File: config.mk
export PLATFORM = sky130hd
export DESIGN_NAME = axc_abs_diff_i8_o4_wc4_flat
export DESIGN_NICKNAME = d
export VERILOG_FILES = /design/src/rtl/axc_abs_diff_i8_o4_wc4_pkg.sv /design/src/rtl/axc_abs_diff_i8_o4_wc4_if.sv /design/src/rtl/axc_abs_diff_i8_o4_wc4_chk.sv /design/src/rtl/axc_abs_diff_i8_o4_wc4_core.sv /design/src/rtl/axc_abs_diff_i8_o4_wc4.sv /design/src/flat_wrapper.sv
export SDC_FILE = /design/constraint.sdc
export NUM_CORES = 1
export LEC_CHECK = 0
export CAP_MARGIN = 10
export CORE_AREA = 2 2 39 41
export DETAILED_ROUTE_END_ITERATION = 12
export DIE_AREA = 0 0 41 43
export PLACE_DENSITY = 0.79
export SYNTH_ARGS = -nofsm -noshare
export SYNTH_HDL_FRONTEND = slang
export SYNTH_SLANG_ARGS = --single-unit
File: constraint.sdc
create_clock -name clk -period 5.5 [get_ports clk]
set_input_delay 1.65 -clock clk [delete_from_list [all_inputs] [get_ports clk]]
set_output_delay 1.65 -clock clk [all_outputs]
set_load 0.01 [all_outputs]
File: src/rtl/axc_abs_diff_i8_o4_wc4_pkg.sv
// Shared widths, approximation defaults and the error-bound helper for the
// approximate absolute-difference unit.
package axc_abs_diff_i8_o4_wc4_pkg;

  localparam int unsigned OPW               = 4;
  localparam int unsigned INW               = 8;
  localparam int unsigned DROP_BITS_DEFAULT = 2;
  localparam int unsigned WC_DEFAULT        = 4;

  // True when a reported error stays within the guaranteed worst case.
  function automatic logic err_within_bound(input logic [OPW-1:0] e, input int unsigned wc);
    return (32'(e) <= wc);
  endfunction

endpackage

File: src/rtl/axc_abs_diff_i8_o4_wc4_if.sv
// Sample/result bus for the approximate absolute-difference unit.
interface axc_abs_diff_i8_o4_wc4_if;
  import axc_abs_diff_i8_o4_wc4_pkg::*;

  logic           in_valid;
  logic [INW-1:0] pi;
  logic           out_valid;
  logic [OPW-1:0] po;
  logic [OPW-1:0] exact_po;
  logic [OPW-1:0] err;

  modport master (output in_valid, pi, input out_valid, po, exact_po, err);
  modport slave  (input in_valid, pi, output out_valid, po, exact_po, err);

endinterface

File: src/rtl/axc_abs_diff_i8_o4_wc4_chk.sv
// Runtime check that the reported approximation error never exceeds WC.
module axc_abs_diff_i8_o4_wc4_chk
  import axc_abs_diff_i8_o4_wc4_pkg::*;
#(
  parameter int unsigned WC = WC_DEFAULT
) (
  input logic           clk,
  input logic           rst,
  input logic           out_valid,
  input logic [OPW-1:0] err
);

  a_err_bound: assert property (@(posedge clk) disable iff (rst)
                                out_valid |-> err_within_bound(err, WC))
    else $error("approximation error %0d above bound %0d", err, WC);

endmodule

File: src/rtl/axc_abs_diff_i8_o4_wc4_core.sv
// Combinational datapath: exact |a-b|, its truncated approximation and the
// resulting error, from the packed operand word.
module axc_abs_diff_i8_o4_wc4_core
  import axc_abs_diff_i8_o4_wc4_pkg::*;
#(
  parameter int unsigned DROP_BITS = DROP_BITS_DEFAULT
) (
  input  logic [INW-1:0] pi,
  output logic [OPW-1:0] exact,
  output logic [OPW-1:0] po,
  output logic [OPW-1:0] err
);

  localparam logic [OPW-1:0] KEEP_MASK = OPW'(~((32'd1 << DROP_BITS) - 32'd1));

  logic [OPW:0]   diff_s;
  logic [OPW-1:0] exact_s;
  logic [OPW-1:0] po_s;

  assign diff_s = {1'b0, pi[7:4]} - {1'b0, pi[3:0]};

  // Magnitude of the 5-bit signed difference; the low nibble alone is enough
  // to negate because the result always fits in 4 bits.
  always_comb begin
    exact_s = 4'd0;
    if (diff_s[OPW]) begin
      exact_s = 4'd0 - diff_s[OPW-1:0];
    end else begin
      exact_s = diff_s[OPW-1:0];
    end
  end

  assign po_s  = exact_s & KEEP_MASK;
  assign exact = exact_s;
  assign po    = po_s;
  assign err   = exact_s - po_s;

endmodule

File: src/rtl/axc_abs_diff_i8_o4_wc4.sv
// Approximate absolute-difference unit: registered results with a one-cycle
// valid pipeline around the combinational core.
module axc_abs_diff_i8_o4_wc4
  import axc_abs_diff_i8_o4_wc4_pkg::*;
#(
  parameter int unsigned DROP_BITS = DROP_BITS_DEFAULT,
  parameter int unsigned WC        = WC_DEFAULT
) (
  input logic                     clk,
  input logic                     rst,
  axc_abs_diff_i8_o4_wc4_if.slave bus
);

  // Truncating DROP_BITS LSBs can lose up to 2^DROP_BITS-1, which must fit in WC.
  if (((32'd1 << DROP_BITS) - 32'd1) > WC) begin : g_bad_params
    $error("DROP_BITS=%0d cannot meet worst-case bound WC=%0d", DROP_BITS, WC);
  end

  logic [OPW-1:0] exact_s;
  logic [OPW-1:0] po_s;
  logic [OPW-1:0] err_s;

  logic           out_valid_r;
  logic [OPW-1:0] po_r;
  logic [OPW-1:0] exact_po_r;
  logic [OPW-1:0] err_r;

  axc_abs_diff_i8_o4_wc4_core #(
    .DROP_BITS (DROP_BITS)
  ) u_core (
    .pi    (bus.pi),
    .exact (exact_s),
    .po    (po_s),
    .err   (err_s)
  );

  // Output registers: results load only on valid samples and hold otherwise.
  always_ff @(posedge clk) begin
    if (rst) begin
      out_valid_r <= 1'b0;
      po_r        <= 4'd0;
      exact_po_r  <= 4'd0;
      err_r       <= 4'd0;
    end else begin
      out_valid_r <= bus.in_valid;
      if (bus.in_valid) begin
        po_r       <= po_s;
        exact_po_r <= exact_s;
        err_r      <= err_s;
      end else begin
        po_r       <= po_r;
        exact_po_r <= exact_po_r;
        err_r      <= err_r;
      end
    end
  end

  assign bus.out_valid = out_valid_r;
  assign bus.po        = po_r;
  assign bus.exact_po  = exact_po_r;
  assign bus.err       = err_r;

  axc_abs_diff_i8_o4_wc4_chk #(
    .WC (WC)
  ) u_chk (
    .clk       (clk),
    .rst       (rst),
    .out_valid (out_valid_r),
    .err       (err_r)
  );

endmodule

File: src/flat_wrapper.sv
// flat-port wrapper written by rule: the top's interface ports become plain ports
module axc_abs_diff_i8_o4_wc4_flat import axc_abs_diff_i8_o4_wc4_pkg::*;
#(
  parameter int unsigned DROP_BITS = DROP_BITS_DEFAULT,
  parameter int unsigned WC        = WC_DEFAULT
)
  (clk, rst, bus_in_valid, bus_pi, bus_out_valid, bus_po, bus_exact_po, bus_err);
  axc_abs_diff_i8_o4_wc4_if bus_i ();
  input logic clk;
  input logic rst;
  input wire logic [$bits(bus_i.in_valid)-1:0] bus_in_valid;
  input wire logic [$bits(bus_i.pi)-1:0] bus_pi;
  output wire logic [$bits(bus_i.out_valid)-1:0] bus_out_valid;
  output wire logic [$bits(bus_i.po)-1:0] bus_po;
  output wire logic [$bits(bus_i.exact_po)-1:0] bus_exact_po;
  output wire logic [$bits(bus_i.err)-1:0] bus_err;
  assign bus_i.in_valid = bus_in_valid;
  assign bus_i.pi = bus_pi;
  assign bus_out_valid = bus_i.out_valid;
  assign bus_po = bus_i.po;
  assign bus_exact_po = bus_i.exact_po;
  assign bus_err = bus_i.err;
  axc_abs_diff_i8_o4_wc4 #(.DROP_BITS(DROP_BITS), .WC(WC)) u_core (.clk(clk), .rst(rst), .bus(bus_i));
endmodule
==> results of run 1 <==
[critical path: cells and delay by family]
family                     cells  cell delay (ns)
AOI/OAI and AO/OA              3             0.70
adders and majority gates      2             0.57
buffers and inverters          2             0.52
xor gates and xnor gates       1             0.26
[layout by cell type, fill, tap and decap left out, drive strengths merged, types with 2 or more instances in the layout]
cell,synthesis,layout
nor2b,2,2
clkbuf,1,4
nor2,3,3
xnor2,2,2
a21o,2,2
a21oi,2,2
dfxtp,5,5
a211oi,4,4
clkdlybuf4s50,0,19
ha,5,5
inv,6,6
conb,1,4
[report_power, final]
part	switching, mW	leakage [nW]	internal [mW]
clock	0.0148	0.0150	0.0274
sequential	0.00241	0.0415	0.0404
combinational	0.0250	0.231	0.0363
[worst paths after layout]
| path | from | end | slack (ns) | depth (start not counted) |
|---|---|---|---|---|
| setup / recovery | bus_pi[0] | u_core.bus.exact_po[3]$_SDFFE_PP0P_ | 1.96 | 8 |
| hold reg to reg | u_core.bus.err[0]$_SDFFE_PP0P_ | u_core.bus.err[0]$_SDFFE_PP0P_ | 0.50 | 2 |
| setup reg to reg | u_core.bus.exact_po[2]$_SDFFE_PP0P_ | u_core.bus.exact_po[2]$_SDFFE_PP0P_ | 4.79 | 2 |
| hold / removal | u_core.bus.err[0]$_SDFFE_PP0P_ | u_core.bus.err[0]$_SDFFE_PP0P_ | 0.50 | 2 |
[state kept, by name, indices dropped and copies added, names as in the netlist]
register and cells:
u_core.bus.err 2, u_core.bus.exact_po 2, u_core.bus.out_valid 1
[area by class of cell]
cell class	instances	area, um2	share of cell area, %
multi-input cells	31	265	42.5
repair buffers	19	190	30.5
flip-flops and latches	5	100	16.0
clock buffers	4	26.3	4.21
inverters	6	22.5	3.61
well taps	16	20.0	3.21
[kinds of logic after synthesis]
group           Yosys count  synth area share, %
buf+inv                  15                 19.6
compound gates            9                 17.0
simple gates              8                 9.66
fa+ha+maj                 6                 18.8
flops                     5                 22.7
xor+xnor                  3                 9.09
other cells               1                0.851
mux                       1                 2.27
[metal layers]
| metal | up-vias | wire length, um | global-route usage (%) |
|---|---|---|---|
| met5 | - | 0 | 0 |
| met4 | 0 | 0 | 2.00 |
| met3 | 0 | 73 | 9.42 |
| met2 | 12 | 374 | 16.3 |
| met1 | 157 | 322 | 11.7 |
| li1 | 183 | - | - |
==> results.md, run 1 <==
- Synth Register Bits: 5
- DR pass1 iterations: 1
- Detail Placement HPWL: roughly 650 um
- Root Buffer Master: clkbuf_4
- Initial antenna violation count: 0
- Vias in the first global route: approximately 330
- Cts hold-fix bufs: 0
- CP Max Fanout: 3
- Core ar.: 1380 um2
- Worst Skew: 0 ns
- Min Clock Period, post-route: roughly 3.5 ns
- Ys flop type: dfxtp_1
- Max H-tree Level: 1
- Final setup fails: 0
- CP startpoint kind: input port
- Most frequent cell after synthesis: buf_4
- Layout fillers: 150
- Crit. End Element: register
- PwrDens: 234 nW/um2
- Post-route core utilization: 45.1%
- Hold Crit Class: reg2reg
- Die area: 1760 um2
- Layout area overhead: 41.8%
- Number of cell rows: 14
- Drt initial violations: 0
- TritonCTS buffer count: 3
- WL per Instance: 9.51 um
- Pleak: 0.288 nW
- Post-cts resize count: 0
- Die Y: 43 um
- GRT Resource Usage Total: 11.0%
- Routed vias: 352
- Final net count: 83
- Slew Viols, Final: 0
- Placed cells: 77
- Place WS: around 1.7 ns
- Initial Utilization: 31.8%
- Ranking of synthesized cells by area: dfxtp_1 (23%), ha_1 (14%), buf_4 (14%), a211oi_1 (5.1%), inv_1 (5.1%)
- Slowest CP cell: clkdlybuf4s50_1
- N_diodes: 0
- Clock transition at path regs: about 0.040 ns
- Total global routing overflow: 0
- Area share of the largest cell type after synthesis: between 20% and 30%
- Remaining antenna violation count: 0
- Final Hold Viols: 0
- Unrepaired setup endpoints after global routing: false
- Synth cell types: 20
- Synth Area per Inst: a little over 9 um2
- Final WS setup: just under 2 ns
- Setup TNS: 0 ns
- DRC: 0
- Post-synthesis cell count: 48
- Peak VDD IR: 0.000148 V
- Share of cells above drive strength 1: under 10%
- Sequential share of the synthesized area: a little under a quarter
- Max Clock Freq: 0.283 GHz
- I/O Pins: 24
- Clock Path Buffers: 2
- Synthesis Warnings: 0
- Pwr Total: 0.146 mW
- Design Area, Final: roughly 620 um2
- Final Wtd Congestion: 0.716
- Cell taking the most area after synthesis: dfxtp_1
- Placed Area: 598 um2
- Post-CTS Setup Repair Bufs: 0
- Status: finished clean
- Largest net degree at the start of global routing: 9
- Most instantiated cells after synthesis: buf_4 (8), inv_1 (6), dfxtp_1 (5), ha_1 (5)
- Fin Hold WS: 0.497 ns
- Req. time, crit path: about 5.7 ns
- First-pass GRT wire length: between 1 and 1.5 mm
- Kind of critical path: in2reg
- Synthesized area: 440 um2
- Port bufs: 19
- Tcrit/Tclk final: 64.3%
- Die W: 41 um
- Fin cells: 81
- Worst skew pair latency: 0.24 ns
- Critical path's largest stage delay: 0.46 ns
- Max cap viols: 0
- Post-synth EDFFs: 0
- Vias per std cell: 4.35
- # clock sinks: 5
- Cells along the critical path: clkdlybuf4s50_1 > ha_1 > inv_1 > fa_1 > a21o_1 > a221oi_2 > xnor3_1 > a211oi_2
- CTS tree: yes
- WL final: around 770 um
- Post-synth ARST share: 0%
- Worst Path Arrival: approximately 3.7 ns
No activity file was read; power rests on OpenSTA's default activity.
==> run 2, diff against run 1 <==
--- a/config.mk
+++ b/config.mk
@@ -6,10 +6,9 @@
 export NUM_CORES = 1
 export LEC_CHECK = 0
 export CAP_MARGIN = 10
-export CORE_AREA = 2 2 39 41
+export CORE_UTILIZATION = 33
 export DETAILED_ROUTE_END_ITERATION = 12
-export DIE_AREA = 0 0 41 43
-export PLACE_DENSITY = 0.79
+export PLACE_DENSITY = 0.82
 export SYNTH_ARGS = -nofsm -noshare
 export SYNTH_HDL_FRONTEND = slang
 export SYNTH_SLANG_ARGS = --single-unit
==> constraint.sdc (replaced) <==
create_clock -name clk -period 2.8 [get_ports clk]
set_input_delay 0.84 -clock clk [delete_from_list [all_inputs] [get_ports clk]]
set_output_delay 0.84 -clock clk [all_outputs]
set_load 0.01 [all_outputs]
==> results.md, run 2 (synthesized netlist as in run 1, its figures left out) <==
- Design Area, Final: between 600 and 700 um2
- Remaining antenna violation count: 0
- Logic pwr share: between 40% and 50%
- Cells along the critical path: clkdlybuf4s50_1 > ha_1 > inv_1 > fa_2 > inv_1 > ha_1 > a211oi_1 > xnor2_1 > a21o_1
- Sw Pwr: between 0.08 and 0.09 mW
- Place WS: -0.134 ns
- Die W: 38.5 um
- Worst Path Arrival: between 2 and 3 ns
- Post-CTS Setup Repair Bufs: 0
- Final Wtd Congestion: 0.741
- First-pass GRT wire length: 1.43 mm
- Initial antenna violation count: 0
- Number of cell rows: 12
- Total global routing overflow: 0
- Clk network pwr share: about 28%
- Final Hold Viols: 0
- Cts hold-fix bufs: 0
- Clock transition at path regs: 0.04 ns
- Critical path's largest stage delay: 0.56 ns
- Status: finished clean
- Share of cells above drive strength 1: 11.9%
- CTS tree: yes
- Slowest CP cell: fa_2
- Core ar.: about 1200 um2
- Kind of critical path: in2reg
- Slew Viols, Final: 0
- Post-route core utilization: 54.6%
- Switch share: 28.9%
- Final net count: 85
- Peak VDD IR: between 0.0003 and 0.0004 V
- Register Area: 100 um2
- DRC: 0
- Vias in the first global route: 358
- Fin Hold WS: roughly 0.49 ns
- Layout area overhead: 45.2%
- Port bufs: 19
- Pwr Total: 0.294 mW
- Drt initial violations: 11
- Req. time, crit path: between 2 and 3 ns
- TritonCTS buffer count: 3
- Seq pwr share: 28.6%
- Pleak: just under 0.3 nW
- PwrDens: 459 nW/um2
- CP Max Fanout: 3
- CP startpoint kind: input port
- Max H-tree Level: 1
- Root Buffer Master: clkbuf_4
- Worst Skew: 0 ns
- WL final: 826 um
- Unrepaired setup endpoints after global routing: false
- # clock sinks: 5
- Most frequent cells in the layout: clkdlybuf4s50_1 (19), inv_1 (6), ha_1 (5), dfxtp_1 (5), conb_1 (4)
- Hold Crit Class: reg2reg
- Tcrit/Tclk final: 95.4%
- Vias per std cell: roughly 4.5
- DR pass1 iterations: 2
- Internal: between 0.2 and 0.25 mW
- Detail Placement HPWL: 695 um
- Footprint of the multi-input gates: about 270 um2
- Max cap viols: 0
- Final WS setup: ~0.13 ns
- Min Clock Period, post-route: 2.67 ns
- WL per Instance: just over 10 um
- Largest net degree at the start of global routing: 9
- Clock Path Buffers: 2
- Die Y: 38.5 um
- I/O Pins: 24
- Crit. End Element: register
- Routed vias: 367
- Placed Area: 611 um2
- Worst skew pair latency: 0.24 ns
- Die area: 1480 um2
- Most common cell after layout, fill and taps aside: clkdlybuf4s50_1
- Final setup fails: 0
- Initial Utilization: a little under two fifths
- Max Clock Freq: 0.374 GHz
- N_diodes: 0
- Layout fillers: 115
- GRT Resource Usage Total: around 15%
==> run 2: area by class of cell <==
cell class | count | area share (%)
multi-input cells | 31 | 41.9
repair buffers | 21 | 32.1
flip-flops and latches | 5 | 15.7
clock buffers | 4 | 4.11
inverters | 6 | 3.52
well taps | 14 | 2.74
==> run 2: per-layer routing <==
metal | up-vias | global-route usage, % | wire length, um
li1 | 190 | - | -
met1 | 162 | 15.4 | 327
met2 | 15 | 25.4 | 421
met3 | 0 | 10.5 | 77
met4 | 0 | 2.59 | 0
met5 | - | 0 | 0
==> run 2: what timing repair did <==
| item | in CTS | in global routing |
|---|---|---|
| gates resized for setup | 0 | 1 |
| endpoints found under the hold margin | 0 | 0 |
| endpoints found under the setup margin | 0 | 1 |
==> run 2: power by group through the flow <==
stage / logic (mW) / clock network [mW] / registers [mW]
floorplan: 0.0788 / 0 / 0.0889
global placement: 0.123 / 0 / 0.0850
detailed placement: 0.126 / 0 / 0.0853
CTS: 0.127 / 0.0869 / 0.0841
global route: 0.139 / 0.0936 / 0.0848
finish: 0.127 / 0.0826 / 0.0840
==> run 2: stage by stage <==
step                      setup TNS [ns]  cells
after floorplan                        0     51
after global placement            -0.155     77
after detailed placement          -0.226     77
after CTS                              0     81
after global routing                   0     81
final                                  0     81
==> run 2: worst max-delay path, delay by kind of cell <==
| family | cells | cell delay (ns) |
|---|---|---|
| buf+inv | 3 | 0.56 |
| fa+ha+maj | 3 | 0.88 |
| compound gates | 2 | 0.41 |
| xor+xnor | 1 | 0.11 |
==> run 2: final timing paths <==
path / end / start / slack (ns) / cells past startpoint
max: u_core.bus.exact_po[2]$_SDFFE_PP0P_ / bus_pi[0] / 0.13 / 9
max reg2reg: u_core.bus.exact_po[2]$_SDFFE_PP0P_ / u_core.bus.exact_po[2]$_SDFFE_PP0P_ / 2.09 / 2
min reg2reg: u_core.bus.err[0]$_SDFFE_PP0P_ / u_core.bus.err[0]$_SDFFE_PP0P_ / 0.49 / 2
min: u_core.bus.err[0]$_SDFFE_PP0P_ / u_core.bus.err[0]$_SDFFE_PP0P_ / 0.49 / 2
==> run 3, diff against run 2 <==
--- a/config.mk
+++ b/config.mk
@@ -6,9 +6,11 @@
 export NUM_CORES = 1
 export LEC_CHECK = 0
 export CAP_MARGIN = 10
-export CORE_UTILIZATION = 33
+export CORE_UTILIZATION = 35
 export DETAILED_ROUTE_END_ITERATION = 12
-export PLACE_DENSITY = 0.82
+export PLACE_DENSITY = 0.75
+export REMOVE_ABC_BUFFERS = 1
 export SYNTH_ARGS = -nofsm -noshare
 export SYNTH_HDL_FRONTEND = slang
+export SYNTH_HIERARCHICAL = 1
 export SYNTH_SLANG_ARGS = --single-unit
==> results.md, run 3 <==
- Worst Path Arrival: 2.84 ns
- N_diodes: 0
- Peak VDD IR: 0.000301 V
- Max cap viols: 0
- Kind of critical path: in2reg
- Post-cts resize count: 0
- Final setup fails: 0
- Worst-margin pin slew: approximately 0.69 ns
- Largest net degree at the start of global routing: 14
- First-pass GRT wire length: 2.04 mm
- # clock sinks: 13
- Port bufs: 23
- Final Hold Viols: 0
- WL per Instance: 11.2 um
- Max H-tree Level: 1
- Drt initial violations: 8
- Most common cell after layout, fill and taps aside: clkdlybuf4s50_1
- Initial antenna violation count: 0
- Clock Path Buffers: 2
- Critical path's largest stage delay: 0.47 ns
- GRT Resource Usage Total: 12.8%
- CP Max Fanout: 3
- Fin cells: 121
- I/O Pins: 24
- DR pass1 iterations: 4
- Internal reg-to-reg setup slack: ~2.2 ns
- Hold Crit Class: reg2reg
- Status: finished clean
- Synth cell types: 21
- Ys flop type: dfxtp_1
- PwrDens: 518 nW/um2
- Root Buffer Master: clkbuf_4
- Slowest CP cell: clkdlybuf4s50_1
- DRC: 0
- Design Area, Final: a little under 1000 um2
- Die area: between 2000 and 2500 um2
- Max Clock Freq: 0.372 GHz
- TritonCTS buffer count: 3
- Post-synthesis cell count: 74
- CTS tree: yes
- Clock transition at path regs: about 0.070 ns
- Crit. End Element: register
- Worst Skew: 0 ns
- Final Wtd Congestion: 0.755
- Most instantiated cells after synthesis: dfxtp_1 (13), mux2i_1 (12), nor2_1 (12)
- Most frequent cells in the layout: clkdlybuf4s50_1 (23), dfxtp_1 (13), mux2i_1 (12), nor2_1 (12), inv_1 (7)
- Layout fillers: 192
- Layout area overhead: 29.4%
- WL final: roughly 1.4 mm
- CP startpoint kind: input port
- Tcrit/Tclk final: 96.0%
- Worst skew pair latency: 0.27 ns
- Post-CTS Setup Repair Bufs: 0
- Synth Area per Inst: a little over 10 um2
- Rel. slew slack: a little over half
- Cells along the critical path: clkdlybuf4s50_1 > ha_1 > inv_1 > fa_2 > a21o_2 > a221oi_2 > xnor3_1 > mux2i_1 > nor2_1
- Req. time, crit path: ~3.0 ns
- Final net count: 112
- Post-synth EDFFs: 0
- Cell taking the most area after synthesis: dfxtp_1
- Pleak: 0.449 nW
- Vias per std cell: ~4.3
- Unrepaired setup endpoints after global routing: false
- Core ar.: 1980 um2
- Post-synth ARST share: 0%
- Most frequent cell after synthesis: dfxtp_1
- Share of cells above drive strength 1: under 10%
- Die Y: around 48 um
- Min Clock Period, post-route: 2.69 ns
- Initial Utilization: 37.8%
- Cts hold-fix bufs: 0
- Sequential share of the synthesized area: 34.8%
- Vias in the first global route: 502
- Routed vias: between 500 and 600
- Synth Register Bits: 13
- Total global routing overflow: 0
- Fin Hold WS: just over 0.5 ns
- Slew Viols, Final: 0
- Synthesis Warnings: 6
- Remaining antenna violation count: 0
- Placed Area: 935 um2
- Detail Placement HPWL: 1.05 mm
- Ranking of synthesized cells by area: dfxtp_1 (35%), mux2i_1 (16%), ha_1 (8.4%), buf_4 (8.0%), nor2_1 (6.0%)
- Number of cell rows: 16
- Die W: slightly below 50 um
- Synthesized area: 748 um2
- Area share of the largest cell type after synthesis: 34.8%
- Placed cells: between 100 and 150
## run 3: cell count changes in the layout (fill, tap and decap cells not counted), moves of 3 or more
cell / previous run / this run
mux2i_1: 1 / 12
nor2_1: 3 / 12
dfxtp_1: 5 / 13
clkdlybuf4s50_1: 19 / 23
a211oi_1: 3 / 0
## run 3: final timing paths
path                            depth (start not counted)                                   to                           startpoint
worst max-delay path                                    9        u_core/bus.po[3]$_SDFFE_PP0P_                            bus_pi[0]
worst min-delay path                                    2       u_core/bus.err[3]$_SDFFE_PP0P_       u_core/bus.err[3]$_SDFFE_PP0P_
worst max register to register                          2  u_core/bus.exact_po[0]$_SDFFE_PP0P_  u_core/bus.exact_po[0]$_SDFFE_PP0P_
worst min register to register                          2       u_core/bus.err[3]$_SDFFE_PP0P_       u_core/bus.err[3]$_SDFFE_PP0P_
## run 3: cell families after synthesis
kind of cell	Yosys count	share of synthesized area, %
AND/OR/NAND/NOR	14	7.69
buffers and inverters	18	16.4
AO/OA/AOI/OAI	6	6.69
other	1	0.501
XOR/XNOR	3	5.35
multiplexers	13	17.6
flip-flops	13	34.8
adder cells (fa/ha/maj)	6	11.0
## run 3: worst max-delay path: cells and delay by family
kind / cells / cell delay, ns
compound gates: 2 / 0.51
xor+xnor: 1 / 0.27
fa+ha+maj: 2 / 0.49
buf+inv: 2 / 0.53
mux: 1 / 0.14
simple gates: 1 / 0.05
## run 3: layout make-up
cell class / count / area (um2) / area share [%]
Multi-Input combinational cell: 46 / 384 / 39.7
Tap cell: 27 / 33.8 / 3.49
Timing Repair Buffer: 24 / 238 / 24.5
Sequential cell: 13 / 260 / 26.9
Clock buffer: 4 / 26.3 / 2.71
Inverter: 7 / 26.3 / 2.71
## run 3: where the power goes
part	switching, mW	total, mW	leakage, nW	internal, mW
registers	0.00999	0.215	0.107	0.205
logic	0.0722	0.171	0.327	0.0990
clock network	0.0601	0.115	0.0150	0.0552
total	0.142	0.501	0.449	0.359
## run 3: stage by stage
stage                     power (mW)  setup TNS (ns)  setup slack [ns]  utilization, %
after floorplan                0.309               0             0.333               -
after global placement         0.381           -1.04            -0.183            47.2
after detailed placement       0.388           -1.43            -0.260            47.2
after CTS                      0.505               0           0.00337            48.5
after global routing           0.533               0            0.0182            48.9
final                          0.501               0             0.112            48.9
## run 3: routing by layer
metal / GRT usage (%) / vias to the layer above / part of all wire (%)
li1: - / 272 / -
met1: 14.5 / 232 / 45
met2: 22.4 / 19 / 48
met3: 3.70 / 0 / 7.4
met4: 5.00 / 0 / 0
met5: 0 / - / 0
